[src/rtl/rca_serial_sequencer.sv]
// rca_serial_sequencer: adds or subtracts full-width operands by driving an
// external SLICE-bit ripple-carry adder slice for WIDTH/SLICE cycles, LSB first.
module rca_serial_sequencer #(
   parameter int unsigned WIDTH = 32,
   parameter int unsigned SLICE = 2
) (
   input  logic             clock,
   input  logic             reset_n,
   input  logic             in_valid,
   output logic             in_ready,
   input  logic [WIDTH-1:0] data_operandA,
   input  logic [WIDTH-1:0] data_operandB,
   input  logic             ctrl_sub,
   output logic [SLICE-1:0] slice_A,
   output logic [SLICE-1:0] slice_B,
   output logic             slice_Cin,
   input  logic [SLICE-1:0] slice_S,
   input  logic             slice_Cout,
   output logic             out_valid,
   input  logic             out_ready,
   output logic [WIDTH-1:0] data_result,
   output logic             carry_out,
   output logic             overflow
);

   localparam int unsigned STEPS = WIDTH / SLICE;
   localparam int unsigned CNT_W = (STEPS > 1) ? $clog2(STEPS) : 1;
   localparam logic [CNT_W-1:0] LAST_STEP = CNT_W'(STEPS - 1);

   typedef enum logic [1:0] {
      ST_IDLE = 2'd0,
      ST_RUN  = 2'd1,
      ST_DONE = 2'd2
   } state_e;

   state_e           state_q;
   logic [WIDTH-1:0] a_q;
   logic [WIDTH-1:0] b_q;
   logic [WIDTH-1:0] res_q;
   logic [CNT_W-1:0] cnt_q;
   logic             carry_q;
   logic             a_msb_q;
   logic             b_msb_q;
   logic             cout_q;
   logic             ovf_q;
   logic             in_ready_q;
   logic             out_valid_q;

   logic [WIDTH-1:0] b_in_d;
   logic [WIDTH-1:0] res_d;
   logic             ovf_d;

   // Operand B as it enters the datapath (one's complement for subtract)
   always_comb begin
      b_in_d = data_operandB;
      if (ctrl_sub) begin
         b_in_d = ~data_operandB;
      end
   end

   // Next partial result and overflow from the current slice output
   always_comb begin
      res_d = (res_q >> SLICE) | (WIDTH'(slice_S) << (WIDTH - SLICE));
      ovf_d = (a_msb_q == b_msb_q) & (slice_S[SLICE-1] != a_msb_q);
   end

   // Drive the shared adder slice only while an operation is running
   always_comb begin
      slice_A   = '0;
      slice_B   = '0;
      slice_Cin = 1'b0;
      if (state_q == ST_RUN) begin
         slice_A   = a_q[SLICE-1:0];
         slice_B   = b_q[SLICE-1:0];
         slice_Cin = carry_q;
      end
   end

   // Control FSM and datapath registers
   always_ff @(posedge clock or negedge reset_n) begin
      if (!reset_n) begin
         state_q     <= ST_IDLE;
         a_q         <= '0;
         b_q         <= '0;
         res_q       <= '0;
         cnt_q       <= '0;
         carry_q     <= 1'b0;
         a_msb_q     <= 1'b0;
         b_msb_q     <= 1'b0;
         cout_q      <= 1'b0;
         ovf_q       <= 1'b0;
         in_ready_q  <= 1'b1;
         out_valid_q <= 1'b0;
      end else begin
         case (state_q)
            ST_IDLE: begin
               if (in_valid) begin
                  a_q        <= data_operandA;
                  b_q        <= b_in_d;
                  carry_q    <= ctrl_sub;
                  cnt_q      <= '0;
                  a_msb_q    <= data_operandA[WIDTH-1];
                  b_msb_q    <= b_in_d[WIDTH-1];
                  in_ready_q <= 1'b0;
                  state_q    <= ST_RUN;
               end
            end
            ST_RUN: begin
               a_q     <= a_q >> SLICE;
               b_q     <= b_q >> SLICE;
               res_q   <= res_d;
               carry_q <= slice_Cout;
               cnt_q   <= cnt_q + CNT_W'(1);
               cout_q  <= slice_Cout;
               ovf_q   <= ovf_d;
               if (cnt_q == LAST_STEP) begin
                  out_valid_q <= 1'b1;
                  state_q     <= ST_DONE;
               end
            end
            ST_DONE: begin
               if (out_ready) begin
                  out_valid_q <= 1'b0;
                  in_ready_q  <= 1'b1;
                  state_q     <= ST_IDLE;
               end
            end
            default: begin
               out_valid_q <= 1'b0;
               in_ready_q  <= 1'b1;
               state_q     <= ST_IDLE;
            end
         endcase
      end
   end

   assign in_ready    = in_ready_q;
   assign out_valid   = out_valid_q;
   assign data_result = res_q;
   assign carry_out   = cout_q;
   assign overflow    = ovf_q;

endmodule

[config.mk]
export PLATFORM = sky130hd
export DESIGN_NAME = rca_serial_sequencer
export DESIGN_NICKNAME = d
export VERILOG_FILES = /design/src/rtl/rca_serial_sequencer.sv
export SDC_FILE = /design/constraint.sdc
export NUM_CORES = 1
export LEC_CHECK = 0
export ABC_AREA = 1
export BUFFER_PORTS_ARGS = -buffer_cell sky130_fd_sc_hd__buf_2
export CAP_MARGIN = 20
export CORE_MARGIN = 5
export CORE_UTILIZATION = 58
export CTS_CLUSTER_SIZE = 28
export DETAILED_ROUTE_END_ITERATION = 6
export PLACE_DENSITY = 0.88
export SYNTH_ARGS = -nofsm -noshare
export SYNTH_HDL_FRONTEND = slang
export SYNTH_SLANG_ARGS = --single-unit
[constraint.sdc]
create_clock -name clock -period 3.1 [get_ports clock]
set_clock_uncertainty 0.1 [all_clocks]
set_input_delay 0.465 -clock clock [delete_from_list [all_inputs] [get_ports clock]]
set_output_delay 0.465 -clock clock [all_outputs]
set_load 0.05 [all_outputs]
==> results.ini <==
[cells_and_area]
fin_cells = 826
n_fill_cell = 713
final_cell_mix = 273 x nand2_1, 111 x buf_2, 108 x dfrtp_1
drive_gt1_share_pct = 21.2
final_nets = 786
final_util_pct = 67.7
final_common_cell = nand2_1
insertedDiodeCount = 0
syn2layout_area_growth_pct = 14.9

[global_routing]
gr-usage-met3_pct = 3.86
grt.overflow.total = 0
grt_max_degree = 77
track_usage_pct = 20.7
busiest_layer = met2
grt_pass1_vias = 4171
antenna_found_initial = 0
grt_use_met1_pct = 28.6
use_met2_pct = 32.7
grt_pass1_wl_um = 18800

[route]
dr.pass1.iters = 6
vias_per_cell = 5.15
wl_um = 11100
num_vias = 4251
drc_errors = 0
wire_per_inst_um = 13.4
final_antenna_net_count = 0
drt_iter0_drc = 201

[critical_path]
r2r_start = state_q[1]$_DFFE_PN0P_
endpoint_kind = output port
critPathKind = reg -> out
worst-path-buf-inv = 2
r2r_end = a_q[2]$_DFFE_PN0P_
cp_top_family = simple AND/OR/NAND/NOR gates
crit_arrival_ps = 1760
ff2ff_setup_slack_ps = 1070
r2r_cells = 7
worstPathRequired_ps = 2530
slowest_stage = dfrtp_1
path_cells = inv_2, nand2_2, nor2_1, buf_2
slowest_delay_ps = 470
startpoint_type = flop
cp_max_fo = 27

[clocking]
cts_tree = done
htreeDepth = 3
postCtsSetupRepairBufs = 0
max-clock-path-buffers = 2
worst_skew_pair.late_latency_ps = 360
clockRootBuffer = clkbuf_8
cts_inserted_buffers = 9
clk_pin_slew_ps = 100
cts.sink_count = 109

[power]
p_seq_share_pct = 38.3
power_density_nw_per_um2 = 1060
fin_total_pwr_w = 0.00622
ir_drop_mv = 0.457
combPwrFrac_pct = 48.4
clockPowerShare_pct = 13.3
p_sw_share_pct = 49.1
p_leak_nw = 3.14
switchingPower_w = 0.00306
power.internal_w = 0.00317

[synthesis]
synth_top_cell_area_share_pct = 53.1
ys_seq_area_share_pct = 53.6
synthesis.area_um2 = 5090
syn_avg_cell_area_um2 = 8.24
synthTopCellsByArea = dfrtp_1 53%, nand2_1 20%, xor2_1 5.5%, o21ai_0 4.4%, nand3_1 3.5%
synth_top_area_cell = dfrtp_1
yosys_warnings = 0
synthCells = 618
synth_fp_nets = 691
ys_ff_latch = 109
synth.distinct_cells = 23

[floorplanning]
placementRows = 34
die_h_um = 104
die_x_um = 104
ioPinCount = 113
die-area_um2 = 10800
coreArea_um2 = 8640
start_util_pct = 59.0

[status]
status = finished clean

[place]
place_hpwl_um = 7590
port_buffers = 112
place.gp.congestion = 0.819
dp_cells = 809

[timing]
setup_viol = 0
layout_worst_path_cycle_share_pct = 75.0
fin_tns_setup_ps = 0
hold_viol = 0
finalMaxSlewViolations = 0
clock.fmax_mhz = 430
slew_headroom_pct = 42.1
min_period_ps = 2320
rsz0062_at_grt = false
worst_slew_pin_slew_ps = 869

[worst_hold_path]
holdPathStages = 3
holdPathEnd = a_q[30]$_DFFE_PN0P_
min_from = data_operandA[30]
hp-class = in -> reg

[flow_run]
drv_cap = 0

-- metrics by stage --
step                      hold slack, ps  area, µm²  setup slack [ps]
after global routing                 252       5850               670
after global placement               338       5650              1230
after detailed placement             344       5650              1100
final                                230       5850               775
after floorplan                     69.4       5090               977
after CTS                            215       5850               747
-- kinds of logic (layout without fill, tap and decap cells) --
group | count (synthesis) | in the layout | share of synthesized area [%]
AND/OR/NAND/NOR | 323 | 323 | 24.9
adder cells (fa/ha/maj) | 1 | 1 | 0.246
buffers and inverters | 80 | 180 | 7.45
flip-flops | 109 | 109 | 53.6
AO/OA/AOI/OAI | 73 | 73 | 8.26
XOR/XNOR | 32 | 32 | 5.51
-- worst max-delay path by stage --
stage / startpoint / to / slack, ps / cells past startpoint
finish: state_q[1]$_DFFE_PN0P_ / slice_A[0] / 780 / 4
CTS: state_q[1]$_DFFE_PN0P_ / slice_A[0] / 750 / 4
global route: state_q[1]$_DFFE_PN0P_ / slice_A[0] / 670 / 4
detailed placement: state_q[1]$_DFFE_PN0P_ / a_q[20]$_DFFE_PN0P_ / 1100 / 7
floorplan: state_q[1]$_DFFE_PN0P_ / slice_A[0] / 980 / 5
global placement: state_q[1]$_DFFE_PN0P_ / slice_A[0] / 1230 / 4
-- routing by layer --
| layer | vias to the layer above | share of wire [%] |
|---|---|---|
| met3 | 20 | 6.2 |
| met2 | 135 | 48 |
| li1 | 2096 | - |
| met5 | - | 0 |
| met1 | 2000 | 44 |
| met4 | 0 | 1.8 |
-- flip-flops by register name, indices dropped and copies added (netlist names) --
register,flops
a_q,32
b_q,32
data_result,32
cnt_q,4
state_q,2
a_msb_q,1
b_msb_q,1
carry_out,1
carry_q,1
in_ready,1
out_valid,1
overflow,1
-- repair_timing --
item                                   4_1_cts  5_1_grt
endpoints found under the hold margin       32        0
hold buffers                                 1        0
gates resized for setup                      0        0
-- Yosys cell counts --
library cell	instances
nand2_2	1
o21ai_1	12
o22ai_1	1
o21ai_2	11
ha_1	1
a31oi_1	1
nand3b_1	2
inv_2	4
inv_1	42
dfstp_2	1
nor2_2	1
buf_2	18
a21oi_1	2
o21ai_0	45
nor2_1	10
clkbuf_1	7
dfrtp_1	108
xor2_1	32
nand3_1	36
buf_6	6
buf_4	3
nand2_1	273
o21ai_4	1
-- worst register-to-register path: stages (launching register included) --
cell,delay [ps]
dfrtp_1,480
inv_2,100
nand2_2,410
buf_4,490
nand2_1,130
nand2_1,100
nand2_1,50
o21ai_1,100
-- power by group through the flow --
stage | logic [W] | registers [W] | clock network (W)
2_1_floorplan | 0.00168 | 0.00307 | 0
3_3_place_gp | 0.00292 | 0.00238 | 0
3_5_place_dp | 0.00303 | 0.00241 | 0
4_1_cts | 0.00304 | 0.00238 | 0.000851
5_1_grt | 0.00335 | 0.00246 | 0.000896
6_report | 0.00301 | 0.00238 | 0.000825
-- layout make-up --
| class | count | area (µm²) | area share [%] |
|---|---|---|---|
| clock inverters | 7 | 65.1 | 1.11 |
| multi-input cells | 429 | 1990 | 34.0 |
| clock buffers | 9 | 124 | 2.12 |
| inverters | 46 | 173 | 2.95 |
| well taps | 108 | 135 | 2.31 |
| repair buffers | 118 | 636 | 10.9 |
| flip-flops and latches | 109 | 2730 | 46.7 |
Power figures use the tool's default switching activity.
